===== src/rtl/vga_pkg.sv =====
// vga_pkg: shared types and default timing for the VGA raster generator.
//   vga_phase_t : phase of one raster axis (VIDEO, FRONT, SYNC, BACK)
//   vga_coord_t : 10-bit pixel/line coordinate
//   VGA_*       : default 640x480 @ 60 Hz timing (25 MHz pixel clock)
//   coord_of()  : narrows an elaboration-time integer to a coordinate
package vga_pkg;

  typedef enum logic [1:0] {
    VIDEO = 2'd0,
    FRONT = 2'd1,
    SYNC  = 2'd2,
    BACK  = 2'd3
  } vga_phase_t;

  typedef logic [9:0] vga_coord_t;

  localparam int unsigned VGA_HVID  = 640;
  localparam int unsigned VGA_HFP   = 16;
  localparam int unsigned VGA_HSYNC = 96;
  localparam int unsigned VGA_HBP   = 48;
  localparam int unsigned VGA_VVID  = 480;
  localparam int unsigned VGA_VFP   = 10;
  localparam int unsigned VGA_VSYNC = 2;
  localparam int unsigned VGA_VBP   = 33;

  // Largest axis length a 10-bit coordinate can address.
  localparam int unsigned VGA_COORD_SPAN = 1024;

  function automatic vga_coord_t coord_of(input int unsigned n);
    return vga_coord_t'(n);
  endfunction

endpackage


===== src/rtl/vga_axis_counter.sv =====
// vga_axis_counter: one raster axis (horizontal or vertical).
//   clk_25      in  pixel clock
//   rst         in  synchronous active-high reset -> last position, BACK
//   advance     in  step the axis this clock
//   count       out current coordinate, 0..TOT-1 (flop)
//   phase       out phase FSM state (flop), also the debug view of the FSM
//   sync_n      out low while phase == SYNC (flop)
//   active      out high while phase == VIDEO (flop)
//   active_next out value active will take on the next edge (combinational)
//   wrap        out advancing from TOT-1 this clock (combinational)
module vga_axis_counter
  import vga_pkg::*;
#(
  parameter int unsigned VID  = VGA_HVID,
  parameter int unsigned FP   = VGA_HFP,
  parameter int unsigned SYNC_W = VGA_HSYNC,
  parameter int unsigned BP   = VGA_HBP
) (
  input  logic       clk_25,
  input  logic       rst,
  input  logic       advance,
  output vga_coord_t count,
  output vga_phase_t phase,
  output logic       sync_n,
  output logic       active,
  output logic       active_next,
  output logic       wrap
);

  localparam int unsigned TOT = VID + FP + SYNC_W + BP;

  // Last coordinate of each phase; the FSM leaves a phase on that count.
  localparam vga_coord_t LAST_VID  = coord_of(VID - 1);
  localparam vga_coord_t LAST_FP   = coord_of(VID + FP - 1);
  localparam vga_coord_t LAST_SYNC = coord_of(VID + FP + SYNC_W - 1);
  localparam vga_coord_t LAST      = coord_of(TOT - 1);

  vga_coord_t count_next;
  vga_phase_t phase_next;

  always_comb begin
    count_next = count;
    phase_next = phase;
    if (advance) begin
      count_next = (count == LAST) ? '0 : count + vga_coord_t'(1);
      case (phase)
        VIDEO:   if (count == LAST_VID)  phase_next = FRONT;
        FRONT:   if (count == LAST_FP)   phase_next = SYNC;
        SYNC:    if (count == LAST_SYNC) phase_next = BACK;
        BACK:    if (count == LAST)      phase_next = VIDEO;
        default: phase_next = BACK;
      endcase
    end
  end

  assign wrap        = advance && (count == LAST);
  assign active_next = (phase_next == VIDEO);

  // Flags are registered from the next phase so they line up with count.
  always_ff @(posedge clk_25) begin
    if (rst) begin
      count  <= LAST;
      phase  <= BACK;
      sync_n <= 1'b1;
      active <= 1'b0;
    end else begin
      count  <= count_next;
      phase  <= phase_next;
      sync_n <= (phase_next != SYNC);
      active <= (phase_next == VIDEO);
    end
  end

endmodule


===== src/rtl/vga_timing.sv =====
// vga_timing: raster timing generator, one clock per pixel.
//   clk_25         in  25 MHz pixel clock
//   rst            in  synchronous active-high reset
//   horizontal_num out current column, 0..HTOT-1
//   vertical_num   out current line, 0..VTOT-1
//   hsync, vsync   out sync pulses, active low
//   video_on       out inside the visible HVID x VVID window
//   line_start     out high while horizontal_num == 0
//   frame_start    out high while the raster is at (0,0)
//   frame_count    out 8-bit frame counter, only when VGA_FRAME_COUNT_EN is
//                      defined
// Every output is a register; after reset the raster sits at its last
// position so the first released edge lands on (0,0).
module vga_timing
  import vga_pkg::*;
#(
  parameter int unsigned HVID  = VGA_HVID,
  parameter int unsigned HFP   = VGA_HFP,
  parameter int unsigned HSYNC = VGA_HSYNC,
  parameter int unsigned HBP   = VGA_HBP,
  parameter int unsigned VVID  = VGA_VVID,
  parameter int unsigned VFP   = VGA_VFP,
  parameter int unsigned VSYNC = VGA_VSYNC,
  parameter int unsigned VBP   = VGA_VBP
) (
  input  logic       clk_25,
  input  logic       rst,
  output vga_coord_t horizontal_num,
  output vga_coord_t vertical_num,
  output logic       hsync,
  output logic       vsync,
  output logic       video_on,
  output logic       line_start,
  output logic       frame_start
`ifdef VGA_FRAME_COUNT_EN
  ,
  output logic [7:0] frame_count
`endif
);

  localparam int unsigned HTOT = HVID + HFP + HSYNC + HBP;
  localparam int unsigned VTOT = VVID + VFP + VSYNC + VBP;

  if (HTOT > VGA_COORD_SPAN || VTOT > VGA_COORD_SPAN) begin : g_bad_total
    $error("vga_timing: HTOT/VTOT exceed the 10-bit coordinate range");
  end
  if (HVID == 0 || HFP == 0 || HSYNC == 0 || HBP == 0 ||
      VVID == 0 || VFP == 0 || VSYNC == 0 || VBP == 0) begin : g_zero_param
    $error("vga_timing: every timing parameter must be non-zero");
  end

  vga_phase_t h_phase, v_phase;
  logic       h_active, v_active, h_active_next, v_active_next;
  logic       h_wrap, v_wrap;

  vga_axis_counter #(.VID(HVID), .FP(HFP), .SYNC_W(HSYNC), .BP(HBP)) u_h_axis (
    .clk_25      (clk_25),
    .rst         (rst),
    .advance     (1'b1),
    .count       (horizontal_num),
    .phase       (h_phase),
    .sync_n      (hsync),
    .active      (h_active),
    .active_next (h_active_next),
    .wrap        (h_wrap)
  );

  // The vertical axis only moves on the clock the line wraps, so its sync
  // edges fall on the same edge horizontal_num returns to 0.
  vga_axis_counter #(.VID(VVID), .FP(VFP), .SYNC_W(VSYNC), .BP(VBP)) u_v_axis (
    .clk_25      (clk_25),
    .rst         (rst),
    .advance     (h_wrap),
    .count       (vertical_num),
    .phase       (v_phase),
    .sync_n      (vsync),
    .active      (v_active),
    .active_next (v_active_next),
    .wrap        (v_wrap)
  );

  // h_wrap means the next position has h == 0; with v_wrap it is (0,0).
  always_ff @(posedge clk_25) begin
    if (rst) begin
      video_on    <= 1'b0;
      line_start  <= 1'b0;
      frame_start <= 1'b0;
    end else begin
      video_on    <= h_active_next && v_active_next;
      line_start  <= h_wrap;
      frame_start <= h_wrap && v_wrap;
    end
  end

`ifdef VGA_FRAME_COUNT_EN
  always_ff @(posedge clk_25) begin
    if (rst) begin
      frame_count <= 8'd0;
    end else if (h_wrap && v_wrap) begin
      frame_count <= frame_count + 8'd1;
    end
  end
`endif

  // Registered flags must always agree with the FSM states behind them.
  a_video_on: assert property (@(posedge clk_25) disable iff (rst)
    video_on == (h_active && v_active));
  a_hsync: assert property (@(posedge clk_25) disable iff (rst)
    hsync == (h_phase != SYNC));
  a_vsync: assert property (@(posedge clk_25) disable iff (rst)
    vsync == (v_phase != SYNC));

endmodule


===== config.mk =====
export PLATFORM = sky130hd
export DESIGN_NAME = vga_timing
export DESIGN_NICKNAME = d
export VERILOG_FILES = /design/src/rtl/vga_pkg.sv /design/src/rtl/vga_axis_counter.sv /design/src/rtl/vga_timing.sv
export SDC_FILE = /design/constraint.sdc
export NUM_CORES = 1
export LEC_CHECK = 0
export CAP_MARGIN = 20
export CORE_UTILIZATION = 51
export CTS_CLUSTER_SIZE = 14
export DETAILED_ROUTE_END_ITERATION = 8
export MAX_ROUTING_LAYER = met4
export PLACE_DENSITY = 0.78
export REMOVE_ABC_BUFFERS = 1
export SLEW_MARGIN = 20
export SYNTH_ARGS = -nofsm -noshare
export SYNTH_HDL_FRONTEND = slang
export SYNTH_SLANG_ARGS = --single-unit

===== constraint.sdc =====
create_clock -name clk_25 -period 2.5 [get_ports clk_25]
set_input_delay 0.625 -clock clk_25 [delete_from_list [all_inputs] [get_ports clk_25]]
set_output_delay 0.625 -clock clk_25 [all_outputs]
set_load 0.1 [all_outputs]

==> results.txt <==
----------------------------------------------------
[Worst setup path]
  Maximum fanout count along the critical path ... 6
  Signal arrival time at the worst endpoint ... 2.30 ns
  Family with the most delay on the worst path ... simple AND/OR/NAND/NOR gates
  CP Class ... reg -> reg
  Nature of the critical path endpoint ... register
  Critical path cell sequence ... ha_1 > and4_1 > nand4_4 > or4_1 > o2bb2ai_1 > nor4b_4
  CP max stage delay ... 0.54 ns
  Required time worst endpoint ... 2.70 ns
  Type of origin of the critical path ... register
  Number of buffers and inverters on the critical path ... 0
  Critical R2R Launch ... u_h_axis.count[0]
  Worst-path cell with the longest stage delay ... or4_1
  Crit path from ... u_h_axis.count[0]

[Synthesis]
  Fraction of registers with async set/reset ... 0%
  Number of synthesis warnings ... 0
  Count of flip-flops with a built-in enable after synthesis ... 0
  Part of the Yosys area used for sequential elements ... 40.4%
  Primary flip-flop cell chosen by synthesis mapping ... dfxtp_1
  Mapped cell area ... 1440 um2
  Cell variety after synth ... 45
  Register bit count reported by yosys ... 29
  Instance count of the mapped netlist ... 159
  Syn avg cell area ... 9.04 um2

[Timing]
  Final Hold Viols ... 0
  Count of pins over their slew limit ... 0
  Portion of the clock cycle consumed by the worst path in the final layout ... 84.1%
  Post-Route Setup TNS ... 0 ns
  Setup violation total in the final timing report ... 0
  Worst slew margin relative to its limit ... 70.8%
  Worst clock skew ... 0.00452 ns
  Unrepaired setup endpoints after global routing ... no
  Slew at the pin closest to its max-slew limit ... 0.436 ns
  Time the worst path needs with I/O delays and setup ... 2.10 ns
  F_max ... 0.475 GHz

[Cells and area]
  Share of layout cells above drive strength 1 ... 20.4%
  Antenna diode count ... 0
  Sequential cell area ... 581 um2
  # nets final ... 192
  Multi-input logic area ... 801 um2
  # fillers ... 223
  Signed area change from the synthesized netlist to the final layout ... 18.9%

[Placement]
  Post-DP HPWL ... 2160 um
  Weighted congestion at the end of routability-driven global placement ... 0.891
  Buffers on Ports ... 26

[Route]
  Residual DRC ... 0
  Number of vias per cell ... 5.84
  Detailed Route WL ... 2970 um
  Residual antenna-violating net count after detailed routing ... 0
  Routed wire length per instance ... 13.8 um
  Starting DRT DRC Count ... 27
  First drt pass iteration count ... 5
  Vias after detailed routing ... 1261

[Clock tree]
  Clock tree from TritonCTS ... done
  Clock-pin slew of the registers on the worst-case setup and hold paths ... 0.09 ns
  Clock sink count ... 29
  Number of post-CTS setup repair buffers ... 0
  Clk buf depth ... 2
  Number of levels the H-tree was split into ... 2
  Master cell of the clock root buffer ... clkbuf_4
  Worst-Skew Late Latency ... 0.32 ns
  Gates resized, CTS repair ... 0
  Number of buffers inserted for hold repair after clock tree synthesis ... 0
  Total CTS buffers ... 5

[Floorplanning]
  Core box area ... 2570 um2
  Boundary pin count ... 27
  Die Y ... 55.1 um
  Area of the die ... 3040 um2
  Rows ... 18
  Effective utilization at floorplan ... 56.0%
  Chip Width ... 55.1 um

[GRT]
  Via count of the first global-routing pass ... 1106
  Wire length of the first global-routing pass ... 4800 um
  Maximum number of pins on one net before global-route repair ... 19
  Overflow after GRT ... 0
  Number of antenna violations at the first check in global routing ... 0
  Total routing resource utilization after global routing ... 23.3%

[Min path]
  Source of the worst hold timing path ... u_h_axis.count[0]
  Worst min-delay path class ... reg -> reg

[Run status]
  Result of the run ... completed

[Flow run]
  Number of violations of the max-capacitance limit ... 0

----------------------------------------------------
==> cell usage in the layout, fill, tap and decap left out, types with 5 or more instances in the layout <==
cell type / instances
dfxtp_1: 29
buf_4: 28
nor2_1: 15
nand2_1: 10
nor3_1: 9
nand4_1: 6
xor2_1: 6
nand3_1: 6
xnor2_1: 6
nand2b_1: 5
clkbuf_4: 5
==> path summary, 6_finish.rpt <==
path / endpoint / slack (ns) / depth (start not counted)
max: video_on / 0.40 / 6
min: u_h_axis.count[0] / 0.52 / 1
max reg2reg: video_on / 0.40 / 6
min reg2reg: u_h_axis.count[0] / 0.52 / 1
==> flip-flops by register name (all words and copies together), names as in the netlist <==
name / cells
video_on: 1
u_h_axis.phase: 2
u_h_axis.count: 10
u_v_axis.phase: 2
u_v_axis.sync_n: 1
frame_start: 1
line_start: 1
u_v_axis.count: 10
u_h_axis.sync_n: 1
==> stage by stage <==
step	area (um2)	hold slack (ns)	utilization, %	cells	setup slack (ns)
4_1_cts	1710	0.521	66.6	216	0.388
3_5_place_dp	1650	0.491	64.4	209	0.415
5_1_grt	1710	0.557	66.6	216	0.197
2_1_floorplan	1400	0.544	-	150	-0.358
6_report	1710	0.518	66.6	216	0.397
3_3_place_gp	1650	0.499	64.4	209	0.459
==> worst register-to-register path, delay by kind of cell (launching register included) <==
family / cells / cell delay (ns)
adders and majority gates: 1 / 0.24
DFF: 1 / 0.40
AOI/OAI and AO/OA: 1 / 0.17
and+or+nand+nor: 4 / 1.16
==> synthesized netlist by cell type (2+ instances only) <==
library cell | number | area share (%)
and3_1 | 3 | 1.3
nand3b_1 | 2 | 1.0
ha_1 | 4 | 3.5
a31oi_1 | 2 | 0.87
nor4_1 | 3 | 1.3
inv_1 | 4 | 1.0
nor2_1 | 15 | 3.9
a21oi_1 | 2 | 0.70
o2bb2ai_1 | 2 | 1.2
and4_1 | 2 | 1.2
nand4_1 | 6 | 2.6
buf_2 | 3 | 1.0
nand2b_1 | 5 | 2.2
o21ai_1 | 2 | 0.70
nand2_1 | 10 | 2.6
o21bai_1 | 2 | 1.0
nor4bb_1 | 2 | 1.4
nand3_1 | 6 | 2.1
nor2b_1 | 3 | 1.3
a211o_1 | 2 | 1.2
clkbuf_1 | 5 | 1.3
nor3_1 | 9 | 3.1
dfxtp_1 | 29 | 40
xnor2_1 | 6 | 3.7
xor2_1 | 6 | 3.7
a21o_1 | 4 | 2.1
nor3b_1 | 2 | 1.0
==> cell families after synthesis <==
| group | count (synthesis) | synth area share [%] |
|---|---|---|
| buffers and inverters | 13 | 3.92 |
| AND/OR/NAND/NOR | 77 | 32.2 |
| multiplexers | 1 | 0.783 |
| AO/OA/AOI/OAI | 23 | 11.9 |
| adder cells (fa/ha/maj) | 4 | 3.48 |
| flip-flops | 29 | 40.4 |
| XOR/XNOR | 12 | 7.31 |
==> cell type report <==
class,instances,share of cell area [%]
Multi-Input combinational cell,117,46.9
Timing Repair Buffer,29,12.9
Tap cell,30,2.20
Clock buffer,7,3.22
Inverter,4,0.878
Sequential cell,29,34.0
==> metal layers <==
layer	share of wire, %	track usage (%)
met4	1.8	10.0
met3	4.1	5.74
met5	0	-
met2	45	35.9
met1	49	28.8
Power is not shown: default switching activity piles up to over one toggle a cycle in this logic, so the estimate is an artifact.
